--- config.mk ---
export PLATFORM = sky130hd
export DESIGN_NAME = div_result_buffer
export DESIGN_NICKNAME = d
export VERILOG_FILES = /design/src/rtl/div_buf_pkg.sv /design/src/rtl/div_buf_store.sv /design/src/rtl/div_result_buffer.sv
export SDC_FILE = /design/constraint.sdc
export NUM_CORES = 2
export LEC_CHECK = 0
export ABC_AREA = 0
export BUFFER_PORTS_ARGS = -buffer_cell sky130_fd_sc_hd__buf_2
export CORE_MARGIN = 1.5
export CORE_UTILIZATION = 49
export CTS_CLUSTER_DIAMETER = 200
export DETAILED_ROUTE_END_ITERATION = 12
export PLACE_DENSITY = 0.77
export SYNTH_ARGS = -nofsm -noshare
export SYNTH_HDL_FRONTEND = slang
export SYNTH_SLANG_ARGS = --single-unit
--- constraint.sdc ---
create_clock -name clock -period 5.3 [get_ports clock]
set_input_delay 0.265 -clock clock [delete_from_list [all_inputs] [get_ports clock]]
set_output_delay 0.265 -clock clock [all_outputs]
set_load 0.05 [all_outputs]
--- src/rtl/div_buf_pkg.sv ---
// div_buf_pkg
//   Shared defaults and state type for the in-order divider result buffer.
//   DIV*_DEF / TAG_WIDTH_DEF : default datapath and tag widths
//   DRAIN_CYCLES_DEF         : default divider latency (DIVIDEND_WIDTH + 2)
//   buf_state_e              : DRAIN / RUN controller states
package div_buf_pkg;

    localparam int DIVIDEND_WIDTH_DEF = 12;
    localparam int DIVISOR_WIDTH_DEF  = 6;
    localparam int TAG_WIDTH_DEF      = 6;
    localparam int DRAIN_CYCLES_DEF   = DIVIDEND_WIDTH_DEF + 2;

    typedef enum logic {
        ST_DRAIN = 1'b0,
        ST_RUN   = 1'b1
    } buf_state_e;

endpackage

--- src/rtl/div_buf_store.sv ---
// div_buf_store
//   Tag-indexed result storage plus the issued/filled bookkeeping bits.
//   Optional feature macro: DIV_RESULT_BUFFER_DIVZERO_FLAG_EN (per-entry
//   zero-divisor bit captured at issue).
//   Ports:
//     clock, reset_n          clock, async active-low reset (bits only)
//     issue_en_i/issue_idx_i  mark an entry as issued
//     issue_zero_i            zero-divisor bit for the issued entry (macro)
//     wr_en_i/wr_idx_i        write divider result and mark filled
//     wr_quot_i/wr_rem_i      divider result data
//     wr_open_o               entry at wr_idx_i is issued and not yet filled
//     pop_en_i/pop_idx_i      release the entry at the read pointer
//     rd_filled_o             entry at pop_idx_i holds a result
//     rd_quot_o/rd_rem_o      data of the entry at pop_idx_i
//     rd_zero_o               zero-divisor bit at pop_idx_i (macro)
module div_buf_store
    import div_buf_pkg::*;
#(
    parameter int DATA_W = DIVIDEND_WIDTH_DEF,
    parameter int TAG_W  = TAG_WIDTH_DEF
) (
    input  logic              clock,
    input  logic              reset_n,
    input  logic              issue_en_i,
    input  logic [TAG_W-1:0]  issue_idx_i,
`ifdef DIV_RESULT_BUFFER_DIVZERO_FLAG_EN
    input  logic              issue_zero_i,
    output logic              rd_zero_o,
`endif
    input  logic              wr_en_i,
    input  logic [TAG_W-1:0]  wr_idx_i,
    input  logic [DATA_W-1:0] wr_quot_i,
    input  logic [DATA_W-1:0] wr_rem_i,
    output logic              wr_open_o,
    input  logic              pop_en_i,
    input  logic [TAG_W-1:0]  pop_idx_i,
    output logic              rd_filled_o,
    output logic [DATA_W-1:0] rd_quot_o,
    output logic [DATA_W-1:0] rd_rem_o
);

    localparam int DEPTH = 2 ** TAG_W;

    logic [DEPTH-1:0]  issued_q, issued_d;
    logic [DEPTH-1:0]  filled_q, filled_d;
    logic [DATA_W-1:0] quot_q [DEPTH];
    logic [DATA_W-1:0] rem_q  [DEPTH];

    // Pop is applied last; a write and a pop never target the same entry
    // because popping requires the entry to be filled already.
    always_comb begin
        issued_d = issued_q;
        filled_d = filled_q;
        if (issue_en_i) begin
            issued_d[issue_idx_i] = 1'b1;
        end
        if (wr_en_i) begin
            filled_d[wr_idx_i] = 1'b1;
        end
        if (pop_en_i) begin
            issued_d[pop_idx_i] = 1'b0;
            filled_d[pop_idx_i] = 1'b0;
        end
    end

    always_ff @(posedge clock or negedge reset_n) begin
        if (!reset_n) begin
            issued_q <= '0;
            filled_q <= '0;
        end else begin
            issued_q <= issued_d;
            filled_q <= filled_d;
        end
    end

    // Data storage is deliberately left unreset; validity lives in filled_q.
    always_ff @(posedge clock) begin
        if (wr_en_i) begin
            quot_q[wr_idx_i] <= wr_quot_i;
            rem_q[wr_idx_i]  <= wr_rem_i;
        end
    end

`ifdef DIV_RESULT_BUFFER_DIVZERO_FLAG_EN
    logic [DEPTH-1:0] zero_q;

    always_ff @(posedge clock) begin
        if (issue_en_i) begin
            zero_q[issue_idx_i] <= issue_zero_i;
        end
    end

    assign rd_zero_o = zero_q[pop_idx_i];
`endif

    assign wr_open_o   = issued_q[wr_idx_i] && !filled_q[wr_idx_i];
    assign rd_filled_o = filled_q[pop_idx_i];
    assign rd_quot_o   = quot_q[pop_idx_i];
    assign rd_rem_o    = rem_q[pop_idx_i];

endmodule

--- src/rtl/div_result_buffer.sv ---
// div_result_buffer
//   Sits in front of a tagged, fixed-latency divider: issues requests with a
//   tag taken from a write pointer, collects out-of-band results by tag and
//   returns them strictly in issue order.
//   Optional feature macro: DIV_RESULT_BUFFER_DIVZERO_FLAG_EN adds
//   out_div_zero, flagging results whose request had a zero divisor.
//   Ports:
//     clock, reset_n                 clock, async active-low reset
//     in_valid/in_ready              request handshake
//     in_dividend/in_divisor         request operands
//     div_valid/div_tag/div_*        issue side of the divider
//     div_out_valid/div_out_tag      divider result strobe and tag
//     div_quotient/div_remainder     divider result data
//     out_valid/out_ready            in-order result handshake
//     out_quotient/out_remainder     result data at the read pointer
//     out_div_zero                   zero-divisor flag (macro only)
//     occupancy                      issued but not yet popped
//     err_stray                      sticky: result for unexpected tag
//
//   state    | meaning
//   ---------+------------------------------------------------------------
//   ST_DRAIN | after reset; let stale divider results flush, ignore them
//   ST_RUN   | normal operation; left only by reset
module div_result_buffer
    import div_buf_pkg::*;
#(
    parameter int DIVIDEND_WIDTH = DIVIDEND_WIDTH_DEF,
    parameter int DIVISOR_WIDTH  = DIVISOR_WIDTH_DEF,
    parameter int TAG_WIDTH      = TAG_WIDTH_DEF,
    parameter int DRAIN_CYCLES   = DRAIN_CYCLES_DEF
) (
    input  logic                      clock,
    input  logic                      reset_n,
    input  logic                      in_valid,
    output logic                      in_ready,
    input  logic [DIVIDEND_WIDTH-1:0] in_dividend,
    input  logic [DIVISOR_WIDTH-1:0]  in_divisor,
    output logic                      div_valid,
    output logic [TAG_WIDTH-1:0]      div_tag,
    output logic [DIVIDEND_WIDTH-1:0] div_dividend,
    output logic [DIVISOR_WIDTH-1:0]  div_divisor,
    input  logic                      div_out_valid,
    input  logic [TAG_WIDTH-1:0]      div_out_tag,
    input  logic [DIVIDEND_WIDTH-1:0] div_quotient,
    input  logic [DIVIDEND_WIDTH-1:0] div_remainder,
    output logic                      out_valid,
    input  logic                      out_ready,
    output logic [DIVIDEND_WIDTH-1:0] out_quotient,
    output logic [DIVIDEND_WIDTH-1:0] out_remainder,
    output logic [TAG_WIDTH:0]        occupancy,
`ifdef DIV_RESULT_BUFFER_DIVZERO_FLAG_EN
    output logic                      out_div_zero,
`endif
    output logic                      err_stray
);

    localparam int CNT_W = (DRAIN_CYCLES > 1) ? $clog2(DRAIN_CYCLES) : 1;
    localparam logic [CNT_W-1:0]   CNT_LAST = CNT_W'(DRAIN_CYCLES - 1);
    localparam logic [TAG_WIDTH:0] OCC_FULL = {1'b1, {TAG_WIDTH{1'b0}}};

    buf_state_e           state_q, state_d;
    logic [CNT_W-1:0]     cnt_q, cnt_d;
    logic [TAG_WIDTH-1:0] wr_ptr_q, wr_ptr_d;
    logic [TAG_WIDTH-1:0] rd_ptr_q, rd_ptr_d;
    logic [TAG_WIDTH:0]   occ_q, occ_d;
    logic                 err_q, err_d;

    logic issue;
    logic pop;
    logic res_valid;
    logic wr_open;
    logic wr_en;
    logic rd_filled;

    // Issue is a straight combinational pass-through to the divider.
    assign in_ready     = (state_q == ST_RUN) && (occ_q < OCC_FULL);
    assign issue        = in_valid && in_ready;
    assign div_valid    = issue;
    assign div_tag      = wr_ptr_q;
    assign div_dividend = in_dividend;
    assign div_divisor  = in_divisor;

    assign out_valid = rd_filled;
    assign pop       = rd_filled && out_ready;

    // Results seen while draining belong to work discarded by reset.
    assign res_valid = div_out_valid && (state_q == ST_RUN);
    assign wr_en     = res_valid && wr_open;

    always_comb begin
        state_d  = state_q;
        cnt_d    = cnt_q;
        wr_ptr_d = wr_ptr_q;
        rd_ptr_d = rd_ptr_q;
        occ_d    = occ_q;
        err_d    = err_q;

        case (state_q)
            ST_DRAIN: begin
                if (cnt_q == CNT_LAST) begin
                    state_d = ST_RUN;
                    cnt_d   = '0;
                end else begin
                    cnt_d = cnt_q + CNT_W'(1);
                end
            end
            ST_RUN: begin
                state_d = ST_RUN;
            end
            default: begin
                state_d = ST_DRAIN;
                cnt_d   = '0;
            end
        endcase

        if (issue) begin
            wr_ptr_d = wr_ptr_q + TAG_WIDTH'(1);
        end
        if (pop) begin
            rd_ptr_d = rd_ptr_q + TAG_WIDTH'(1);
        end

        case ({issue, pop})
            2'b10:   occ_d = occ_q + (TAG_WIDTH+1)'(1);
            2'b01:   occ_d = occ_q - (TAG_WIDTH+1)'(1);
            default: occ_d = occ_q;
        endcase

        if (res_valid && !wr_open) begin
            err_d = 1'b1;
        end
    end

    always_ff @(posedge clock or negedge reset_n) begin
        if (!reset_n) begin
            state_q  <= ST_DRAIN;
            cnt_q    <= '0;
            wr_ptr_q <= '0;
            rd_ptr_q <= '0;
            occ_q    <= '0;
            err_q    <= 1'b0;
        end else begin
            state_q  <= state_d;
            cnt_q    <= cnt_d;
            wr_ptr_q <= wr_ptr_d;
            rd_ptr_q <= rd_ptr_d;
            occ_q    <= occ_d;
            err_q    <= err_d;
        end
    end

    assign occupancy = occ_q;
    assign err_stray = err_q;

    div_buf_store #(
        .DATA_W (DIVIDEND_WIDTH),
        .TAG_W  (TAG_WIDTH)
    ) u_store (
        .clock        (clock),
        .reset_n      (reset_n),
        .issue_en_i   (issue),
        .issue_idx_i  (wr_ptr_q),
`ifdef DIV_RESULT_BUFFER_DIVZERO_FLAG_EN
        .issue_zero_i (in_divisor == '0),
        .rd_zero_o    (out_div_zero),
`endif
        .wr_en_i      (wr_en),
        .wr_idx_i     (div_out_tag),
        .wr_quot_i    (div_quotient),
        .wr_rem_i     (div_remainder),
        .wr_open_o    (wr_open),
        .pop_en_i     (pop),
        .pop_idx_i    (rd_ptr_q),
        .rd_filled_o  (rd_filled),
        .rd_quot_o    (out_quotient),
        .rd_rem_o     (out_remainder)
    );

endmodule

==> flow_summary.json <==
{
  "route.detailed.vias_per_inst": 6.98,
  "synthesis.yosys.warnings": 0,
  "final-setup-viol-count": 0,
  "place.port_buffers": 75,
  "finish.net_count": 3868,
  "num-fill-cells": 9296,
  "clock_tree.htree_level_count": 4,
  "setup.worst_path.start_class": "register",
  "synth.lib_cells_used.distinct": 75,
  "fp-row-count": 131,
  "critPathSlowestCell": "nor2_4",
  "yosysSeqAreaShare": 0.786,
  "clock-sinks": 1689,
  "drv.max_cap_violation_count": 0,
  "setup_ws_ns": 0.0569,
  "die_area_um2": 132000,
  "grt_setup_unrepaired": "no",
  "drt_pass1_iterations": 8,
  "worstPathCellList": "buf_4 -> nand2b_1 -> nor2_4 -> buf_12 -> a22o_1 -> a221oi_1 -> a31oi_1 -> nor4_1 -> nand3_1 -> buf_2",
  "stdcell_area_um2": 72000,
  "final_antenna_net_count": 0,
  "finClkSkew_ns": 0.0506,
  "floorplan.die.width_um": 363,
  "slowest_cell_delay_on_critical_path_ns": 0.95,
  "critPathRequiredTime_ns": 5.04,
  "post_synth_adder_cell_area": 0.000984,
  "crit_fanout": 37,
  "maximum_number_of_pins_on_one_net_before_global_route_repair": 98,
  "p_leak_uw": 0.0227,
  "total_neg_setup_slack_ns": 0,
  "synth_top_area_frac": 0.726,
  "cts_root_buffer": "clkbuf_16",
  "max_rail_drop_vdd_mv": 0.307,
  "cp.arrival_ns": 4.98,
  "grt_pass1_vias": 37843,
  "antenna_found_initial": 5,
  "dominantRegCellSynth": "edfxtp_1",
  "synth-seq-cells": 1689,
  "boundaryPins": 112,
  "post-place-ws_ns": 0.576,
  "synth_top_family_by_area": "compound AO/OA/AOI/OAI gates",
  "path_class": "reg2out",
  "post_synth_instance_area_um2": 63500,
  "gpl.final_weighted_congestion": 0.952,
  "syn_area_per_cell_um2": 17.3,
  "total_power_uw": 32800,
  "synth_cells": 3667,
  "synth.top_cells.by_area": "edfxtp_1 73%, a22oi_1 6.5%, dfrtp_1 6.0%, a221oi_1 2.2%, a22o_1 1.6%",
  "final.min_clock_period_ns": 5.24,
  "drcViolationCount": 0,
  "post_synth_xor_area_fraction": 0.00289,
  "compound_gate_fraction_of_synth_area": 0.149,
  "post-route-period-util": 0.989,
  "syn_nets": 3725,
  "cts-buffers-inserted": 156,
  "power_density_nw_per_um2": 455,
  "status": "finished, final reports clean",
  "slew_viol_final": 0,
  "detail_route.iter0.violations": 6475,
  "timing_worst_slew_pin_value_ns": 1.26,
  "timing.final.hold_violations": 0,
  "clk_transition_reported_paths_ns": 0.06,
  "dp.final_hpwl_mm": 104,
  "globalRoute.totalOverflow": 0,
  "ctsLongestPathBuffers": 3,
  "grt_first_pass_wirelength_mm": 266,
  "max_slew_margin": 0.157,
  "fmax_mhz": 191,
  "synth_simple_gate_area_frac": 0.0326,
  "layout.core_utilization": 0.562,
  "synthDominantAreaCellType": "edfxtp_1",
  "post_route_cells_drive_above_1_share": 0.151,
  "area_growth_syn_to_layout_pct": 13.3,
  "route.vias.total": 39534,
  "postPlaceCellArea_um2": 67000,
  "muxShareOfSynthArea": 0.00742,
  "drt_wl_total_mm": 186,
  "hold_path.class": "in2reg",
  "cp-end-kind": "output pin",
  "detailed_route_wire_length_per_cell_um": 32.9,
  "clock_insertion_delay_worst_skew_ns": 0.80,
  "track_usage": 0.279,
  "die_y_um": 363,
  "floorplan.core_area_um2": 128000,
  "start_util": 0.496,
  "synth_edf_count": 1536,
  "tritoncts": "yes",
  "synthArstFlopShare": 0.0906
}
timing repair:
item | 4_1_cts | 5_1_grt
hold buffers | 3 | 0
setup buffers | 0 | 0
endpoints found under the hold margin | 105 | 0
gates resized for setup | 0 | 1
setup endpoints to repair | 0 | 1
per-stage QoR:
| stage | cells | hold WS, ns |
|---|---|---|
| after global routing | 5664 | 0.121 |
| after detailed placement | 5378 | 0.429 |
| after CTS | 5662 | 0.0637 |
| final | 5665 | 0.142 |
| after global placement | 5378 | 0.420 |
| after floorplan | 3667 | -0.0306 |
worst paths after layout:
check	startpoint	end	slack, ns	cells after the start
max	rd_ptr_q[2]	out_quotient[3]	0.06	10
max reg2reg	rd_ptr_q[1]	occupancy[6]	0.53	16
min	div_out_valid	err_stray	0.14	3
min reg2reg	cnt_q[0]	cnt_q[0]	0.49	1
min in group asynchronous	reset_n	u_store.issued_q[37]	0.17	2
max in group asynchronous	reset_n	u_store.issued_q[13]	3.87	3
power breakdown:
group          internal (uW)  total [uW]  leakage (uW)  switching [uW]
Clock                   6180       11000       0.00243            4860
Combinational           1950        6670       0.00448            4720
Sequential             14800       15000        0.0158             276
Total                  22900       32800        0.0227            9860
placed cells by master (no fill, tap or decap), types with 31 or more instances in the layout:
cell type  instances
dfrtp_1          153
nor4_2            47
a221oi_1         157
buf_2             74
a22oi_1          550
clkinv_1          35
a21oi_1          166
a22o_1           115
clkbuf_16        159
a2bb2oi_1         44
nor2_1            48
nand2_1           56
a31oi_1          104
nand4_1           35
nand3_1           31
edfxtp_1        1536
a41oi_1           48
buf_4            164
sequential cells by signal (all words and copies together) (netlist names):
register          cells
div_tag               6
state_q               1
u_store.quot_q      768
cnt_q                 4
u_store.filled_q     64
u_store.issued_q     64
err_stray             1
occupancy             7
rd_ptr_q              6
u_store.rem_q       768
worst max-delay path: cells and delay by family, from the launching register on:
kind,cells,cell delay [ns]
simple gates,4,1.66
compound gates,3,0.88
flops,1,0.63
buf+inv,3,0.97
synthesized netlist by cell type (all sizes together), types with 6 or more instances:
cell / instances
o41ai: 7
or3: 7
nand3: 31
a221oi: 160
nor4: 93
a22oi: 550
a41oi: 48
a21boi: 6
o21a: 9
nand2: 56
nor3: 18
a2bb2oi: 44
clkbuf: 138
mux2: 7
xnor2: 10
mux2i: 16
nor2b: 16
nand2b: 10
nor3b: 8
edfxtp: 1536
o21ai: 13
inv: 15
and2: 8
mux4: 10
a22o: 115
a31oi: 105
dfrtp: 153
o21ba: 6
o22ai: 12
buf: 141
xor2: 11
nor2: 57
nand4: 35
a21oi: 166
cell type report:
| class | instances | area (um^2) | share of cell area |
|---|---|---|---|
| Multi-Input combinational cell | 1683 | 12800 | 0.177 |
| Tap cell | 1729 | 2160 | 0.0300 |
| Sequential cell | 1689 | 50000 | 0.694 |
| Timing Repair Buffer | 264 | 2080 | 0.0289 |
| Antenna cell | 3 | 7.51 | 0.000104 |
| Inverter | 16 | 60.1 | 0.000834 |
| Clock inverter | 92 | 882 | 0.0122 |
| Clock buffer | 189 | 4100 | 0.0569 |
layer usage:
metal	vias up	global-route usage	share of wire
met4	6	0.127	0.051
li1	15709	-	-
met2	3390	0.431	0.46
met3	573	0.0757	0.13
met5	-	0.0102	0.0011
met1	19856	0.372	0.36
logic make-up (layout without fill, tap and decap cells):
group	count (synthesis)	count (layout)
mux	33	33
fa+ha+maj	5	5
compound gates	1266	1266
simple gates	358	358
flops	1689	1689
xor+xnor	21	21
buf+inv	295	561
other cells	0	3
Power figures use the tool's default switching activity.
